==> config.mk <==
export PLATFORM = sky130hd
export DESIGN_NAME = instruction_fetch_unit
export DESIGN_NICKNAME = d
export VERILOG_FILES = /design/src/rtl/instruction_fetch_unit.sv
export SDC_FILE = /design/constraint.sdc
export NUM_CORES = 1
export LEC_CHECK = 0
export ABC_AREA = 1
export CAP_MARGIN = 5
export CORE_ASPECT_RATIO = 0.6
export CORE_MARGIN = 3
export CORE_UTILIZATION = 40
export CTS_CLUSTER_DIAMETER = 200
export CTS_CLUSTER_SIZE = 28
export DETAILED_ROUTE_END_ITERATION = 8
export GPL_ROUTABILITY_DRIVEN = 0
export PLACE_DENSITY = 0.73
export SLEW_MARGIN = 20
export SYNTH_ARGS = -nofsm -noshare
export SYNTH_HDL_FRONTEND = slang
export SYNTH_SLANG_ARGS = --single-unit
export TNS_END_PERCENT = 5
==> constraint.sdc <==
create_clock -name CLK -period 2.75 [get_ports CLK]
set_clock_uncertainty 0.2 [all_clocks]
set_input_delay 0.4125 -clock CLK [delete_from_list [all_inputs] [get_ports CLK]]
set_output_delay 0.4125 -clock CLK [all_outputs]
set_load 0.03 [all_outputs]
==> src/rtl/instruction_fetch_unit.sv <==
// Instruction fetch front end: holds the PC, fetches 32-bit words over a read/busywait
// handshake and issues decoded fields. Optional BNE redirect enabled by macro IFU_BNE_EN.
module instruction_fetch_unit #(
    parameter int                  PC_WIDTH = 32,
    parameter logic [PC_WIDTH-1:0] RESET_PC = '0
) (
    input  logic                CLK,
    input  logic                RESET,
    output logic                IMEM_READ,
    output logic [PC_WIDTH-1:0] IMEM_ADDRESS,
    input  logic [31:0]         IMEM_READDATA,
    input  logic                IMEM_BUSYWAIT,
    input  logic                STALL,
    input  logic                BEQ_ENABLE,
    input  logic                JUMP_ENABLE,
`ifdef IFU_BNE_EN
    input  logic                BNE_ENABLE,
`endif
    input  logic                ZERO,
    output logic [7:0]          OPCODE,
    output logic [7:0]          RD_OFFSET,
    output logic [7:0]          RT,
    output logic [7:0]          RS_IMM,
    output logic                INSTR_VALID,
    output logic [PC_WIDTH-1:0] PC
);

    // state | meaning
    // FETCH | read request at PC outstanding; capture word when busywait is low
    // ISSUE | fields valid; advance PC when not stalled
    typedef enum logic {
        FETCH = 1'b0,
        ISSUE = 1'b1
    } state_t;

    state_t              state, state_next;
    logic [PC_WIDTH-1:0] pc, pc_next;
    logic [31:0]         instr, instr_next;
    logic [PC_WIDTH-1:0] offset_words;
    logic [PC_WIDTH-1:0] pc_seq;
    logic [PC_WIDTH-1:0] pc_target;
    logic                redirect;
    logic                fetch_active;
    logic                issue_active;

    // Offset is a signed word count; scale to bytes and add to the sequential PC.
    assign offset_words = {{(PC_WIDTH-8){instr[23]}}, instr[23:16]};
    assign pc_seq       = pc + PC_WIDTH'(4);
    assign pc_target    = pc_seq + (offset_words << 2);

`ifdef IFU_BNE_EN
    assign redirect = JUMP_ENABLE | (BEQ_ENABLE & ZERO) | (BNE_ENABLE & ~ZERO);
`else
    assign redirect = JUMP_ENABLE | (BEQ_ENABLE & ZERO);
`endif

    always_ff @(posedge CLK) begin
        if (RESET) begin
            state <= FETCH;
            pc    <= RESET_PC;
            instr <= '0;
        end else begin
            state <= state_next;
            pc    <= pc_next;
            instr <= instr_next;
        end
    end

    always_comb begin
        state_next   = state;
        pc_next      = pc;
        instr_next   = instr;
        fetch_active = 1'b0;
        issue_active = 1'b0;
        case (state)
            FETCH: begin
                fetch_active = 1'b1;
                if (!IMEM_BUSYWAIT) begin
                    instr_next = IMEM_READDATA;
                    state_next = ISSUE;
                end
            end
            ISSUE: begin
                issue_active = 1'b1;
                if (!STALL) begin
                    pc_next    = redirect ? pc_target : pc_seq;
                    state_next = FETCH;
                end
            end
            default: state_next = FETCH;
        endcase
    end

    // Request is suppressed during the reset cycle so memory never sees a stale read.
    assign IMEM_READ    = fetch_active & ~RESET;
    assign IMEM_ADDRESS = pc;
    assign INSTR_VALID  = issue_active;
    assign PC           = pc;
    assign OPCODE       = instr[31:24];
    assign RD_OFFSET    = instr[23:16];
    assign RT           = instr[15:8];
    assign RS_IMM       = instr[7:0];

endmodule

# --- Word-level counts from Yosys, hierarchy flattened ---
# Index checks and enable logic that the tools add are counted.
word_totals:
  ff_bits: 65
  latchBits: 0
  mem_bits_rw: 0
  romBits: 0
  inputBits: 39
  out_inout_bits: 98
  word_cells: 20
  mem_count: 0
classes:
  n_addsub: 2
  mul: 0
  n_div: 0
  magnitude_cmp: 0
  n_eq_ne: 0
  shift: 0
  n_mux: 6
  bitwise_logic: 7
  reduce_logical: 2
op_table:
  columns: ["cell", "n"]
  rows:
  - ["32-bit by 3-bit adder with 32-bit output, second input constant", 1]
  - ["32-bit adder", 1]
  - ["32-bit 2-to-1 mux", 1]
  - ["1-bit 2-to-1 mux", 4]
  - ["1-bit inverter", 4]
  - ["2-bit AND reduction", 2]
  - ["1-bit bitwise AND", 2]
  - ["1-bit case mux with 2 select lines", 1]
  - ["1-bit bitwise OR", 1]

# --- Depth between registers and ports, before layout ---
logic_depth:
  depth_word: 3
  depth_mapped: 22
  depth_no_buf: 22

# --- Worst setup path before layout ---
# Ideal clock, no wire load.
synth_timing:
  path_kind: "register -> register"
  startpoint: "register pc[2], in the netlist IMEM_ADDRESS[2]"
  endpoint: "register pc[29], in the netlist IMEM_ADDRESS[29]"
  setup_ns: 0.070
  t_arrival_ns: 2.762
  t_required_ns: 2.480
  path_slack_ns: -0.282
  path_stages_with_launch: 19
  path_buffers: 0
  period_less_slack_ns: 3.032
  cell_sequence: "dfxtp_1 ha_1 inv_1 nor2_4 nand2_1 nor3_1 nand3_1 xor2_1 inv_1 ha_1 a21oi_1 nor2_1 nor2_1 nand2_1 a21oi_1 nand2_1 nand2_1 nand3_1 a21oi_1"
synth_via:
  elab_chain_cells: 3
synth_rtl:
  columns: ["element", "line", "text"]
  rows:
  - ["start, declared", "37", "logic [PC_WIDTH-1:0] pc, pc_next;"]
  - ["start signal, assigned", "64", "pc <= pc_next;"]
  - ["32-bit by 3-bit adder with 32-bit output (*)", "48", "assign pc_seq = pc + PC_WIDTH'(4);"]
  - ["32-bit adder", "49", "assign pc_target = pc_seq + (offset_words << 2);"]
  - ["32-bit 2-to-1 mux (*)", "86", "pc_next = redirect ? pc_target : pc_seq;"]
# Every way passes the cells marked *; elsewhere a longest branch is shown, timed or not.
# A chain may end at the register's enable or synchronous reset.

# --- Worst setup path after layout ---
layout_timing:
  startpoint: "register pc[3], in the netlist IMEM_ADDRESS[3]"
  endpoint: "register pc[21], in the netlist IMEM_ADDRESS[21]"
# Same word-level chain as after synthesis.

==> results_dict.tcl <==
set metrics [dict create \
    outcome "finished with violations" \
    violations "setup timing" \
    cp_cell_sequence "ha_4 -> nand4_1 -> nor2_2 -> xor2_2 -> ha_4 -> nand2_2 -> nand2_2 -> o21bai_4 -> nand3b_1 -> nand2_1 -> nand2_1 -> nand2_1 -> nand3_2 -> a21oi_2" \
    synth_top_area_share_pct 21.3 \
    first_pass_iters 5 \
    nNetsFinal 1292 \
    num_antenna_cells 0 \
    yosysTopAreaCell "dfxtp_1" \
    min_period_ns 3.02 \
    cp_common_cell "nand2_1" \
    p_switching_mw 1.40 \
    cts_tree "yes" \
    path_max_fanout 5 \
    rsz0062_at_grt "yes" \
    clockBufferDepth 2 \
    report.final.slew_viol_count 0 \
    timing.final.ws_setup_ns -0.274 \
    synthAdderAreaFrac_pct 8.16 \
    clkPwrFrac_pct 35.0 \
    slew_headroom_pct 32.5 \
    startpoint_type "flop" \
    root_buffer "clkbuf_16" \
    first_global_vias 6928 \
    wire_per_inst_um 17.9 \
    final_core_util_pct 69.9 \
    grt_max_degree 43 \
    setup_violations 22 \
    port_buffers 132 \
    yosys_register_bits 63 \
    cts-buffers-inserted 9 \
    required_ns 2.84 \
    ant_nets 0 \
    yosysWarnings 0 \
    tightestPinTransition_ns 1.01 \
    vdd_ir_drop_max_mv 0.295 \
    grt-ovfl-total 0 \
    cts_sinks 63 \
    cpPeakStageDelay_ns 0.41 \
    antenna_found_initial 0 \
    critPathArrivalTime_ns 3.11 \
    min_path_type "reg2reg" \
    post-route-period-util_pct 110 \
    avgSynthCellArea_um2 6.06 \
    clkSlewWorstSetupHoldPaths_ns 0.08 \
    rows 33 \
    ios 137 \
    num_vias 7683 \
    synth.distinct_cells 46 \
    via_per_inst 5.44 \
    final-hold-violation-count 0 \
    start_util_pct 42.1 \
    clock_latency_ns 0.34 \
    dieWidth_um 163 \
    groute.usage.overall_pct 27.3 \
    initialDrtViolationCount 779 \
    ys_top_cells_by_area "dfxtp_1 21%, nand2_1 16%, nor2_1 8.0%, ha_1 7.8%, inv_1 7.6%" \
    maxCapViolCount 0 \
    dp_hpwl_mm 16.7 \
    synth-xor-area-share_pct 2.92 \
    intPower_mw 2.39 \
    power.leakage_nw 4.66 \
    worst_hold_slack_ns 0.316 \
    synthMuxAreaShare_pct 0 \
    synth_seq_area_share_pct 21.3 \
    postRouteWirelength_mm 25.3 \
    htree_levels 3 \
    dieHeight_um 100 \
    area_growth_pct 65.7 \
    synth_compound_area_share_pct 13.4 \
    power.share.sequential_pct 27.7 \
    synth-simple-area-share_pct 40.3 \
    coreArea_um2 14000 \
    critPathSlowestCell "dfxtp_4" \
    switching_share_pct 36.9 \
    dieArea_um2 16300 \
    fmax_ghz 0.331 \
    p_comb_share_pct 37.4 \
    syn_inst 976 \
    drive_above_1_share_pct 35.2 \
    hold_buffers 0 \
    grt_pass1_wl_mm 35.4 \
    end_kind "flop" \
    power-per-cell-area_nw_per_um2 387 \
    drcViolationCount 0 \
    synth_top_family_by_area "simple AND/OR/NAND/NOR gates" \
    crit_type "reg2reg" \
    syn_area_um2 5920 \
]
==> stage by stage <==
stage / setup TNS, ns / power [mW] / cell area, µm² / instances / setup WS, ns
global placement: -3.35 / 2.20 / 8190 / 1379 / -0.247
global route: -7.89 / 3.91 / 9810 / 1412 / -0.454
floorplan: -0.0319 / 1.71 / 5960 / 979 / -0.0167
CTS: -1.68 / 3.59 / 8990 / 1398 / -0.136
finish: -4.55 / 3.79 / 9810 / 1412 / -0.274
detailed placement: -4.55 / 2.21 / 8190 / 1379 / -0.330
==> layout make-up <==
type	count	area [µm²]
Multi-Input combinational cell	735	4970
Sequential cell	63	1310
Inverter	126	475
Clock buffer	9	225
Fill cell	1024	4230
Tap cell	192	240
Clock inverter	7	100
Timing Repair Buffer	280	2490
==> placed cells by master, fill, tap and decap left out, drive strengths merged, types with 11 or more instances in the layout <==
master         Yosys  routed
xor2              11      11
inv              125     129
nand2            267     267
buf               41     148
o21ai             75      75
a21oi             45      45
nand3             78      78
nor2             139     139
dfxtp             63      63
ha                37      37
clkdlybuf4s50      0     132
nor3              11      11
nand4             13      13
==> state kept, by name (all words and copies together) (netlist names) <==
name	cells
instr	32
state	1
IMEM_ADDRESS	30
==> cells in the mapped netlist, drive strengths merged <==
| cell type | instances |
|---|---|
| nand2 | 267 |
| nor2 | 139 |
| inv | 125 |
| nand3 | 78 |
| o21ai | 75 |
| dfxtp | 63 |
| a21oi | 45 |
| buf | 41 |
| ha | 37 |
| clkbuf | 14 |
| nand4 | 13 |
| nor3 | 11 |
| xor2 | 11 |
| a31oi | 8 |
| and2 | 8 |
| or2 | 8 |
| xnor2 | 7 |
| a21o | 6 |
| o21bai | 6 |
| nand3b | 5 |
| o211ai | 3 |
| nor4 | 2 |
| and3 | 1 |
| clkinv | 1 |
| conb | 1 |
| fa | 1 |
==> cells by family (layout without fill, tap and decap cells) <==
| family | Yosys count | in the layout |
|---|---|---|
| simple gates | 532 | 532 |
| compound gates | 143 | 143 |
| fa+ha+maj | 38 | 38 |
| xor+xnor | 18 | 18 |
| other cells | 1 | 4 |
| flops | 63 | 63 |
| buf+inv | 181 | 422 |
==> final timing paths <==
path | start | end | slack [ns] | cells past startpoint
worst min-delay path | instr[2] | instr[2] | 0.32 | 2
worst max-delay path | IMEM_ADDRESS[3] | IMEM_ADDRESS[21] | -0.27 | 14
worst max register to register | IMEM_ADDRESS[3] | IMEM_ADDRESS[21] | -0.27 | 14
worst min register to register | instr[2] | instr[2] | 0.32 | 2
==> power by group through the flow <==
stage	Sequential [mW]	Combinational, mW	Clock, mW
after floorplan	1.20	0.507	0
after global placement	1.06	1.14	0
after detailed placement	1.06	1.15	0
after CTS	1.04	1.23	1.32
after global routing	1.06	1.50	1.35
final	1.05	1.42	1.33
==> routing by layer <==
| layer | routed length [µm] | track usage [%] | vias up |
|---|---|---|---|
| li1 | - | - | 3565 |
| met1 | 10500 | 39.5 | 3549 |
| met2 | 10700 | 39.8 | 480 |
| met3 | 3270 | 8.49 | 89 |
| met4 | 825 | 5.52 | 0 |
| met5 | 0 | 0 | - |
==> critical path, delay by kind of cell (launching register included) <==
family,cells,cell delay (ns)
compound gates,2,0.33
xor+xnor,1,0.28
fa+ha+maj,2,0.42
flops,1,0.41
simple gates,9,1.33
==> timing repair <==
action,in CTS,in global routing
endpoints found under the setup margin,22,25
pin swaps,24,88
gates resized for setup,99,157
setup buffers,3,14
(Power assumes the default switching activity.)
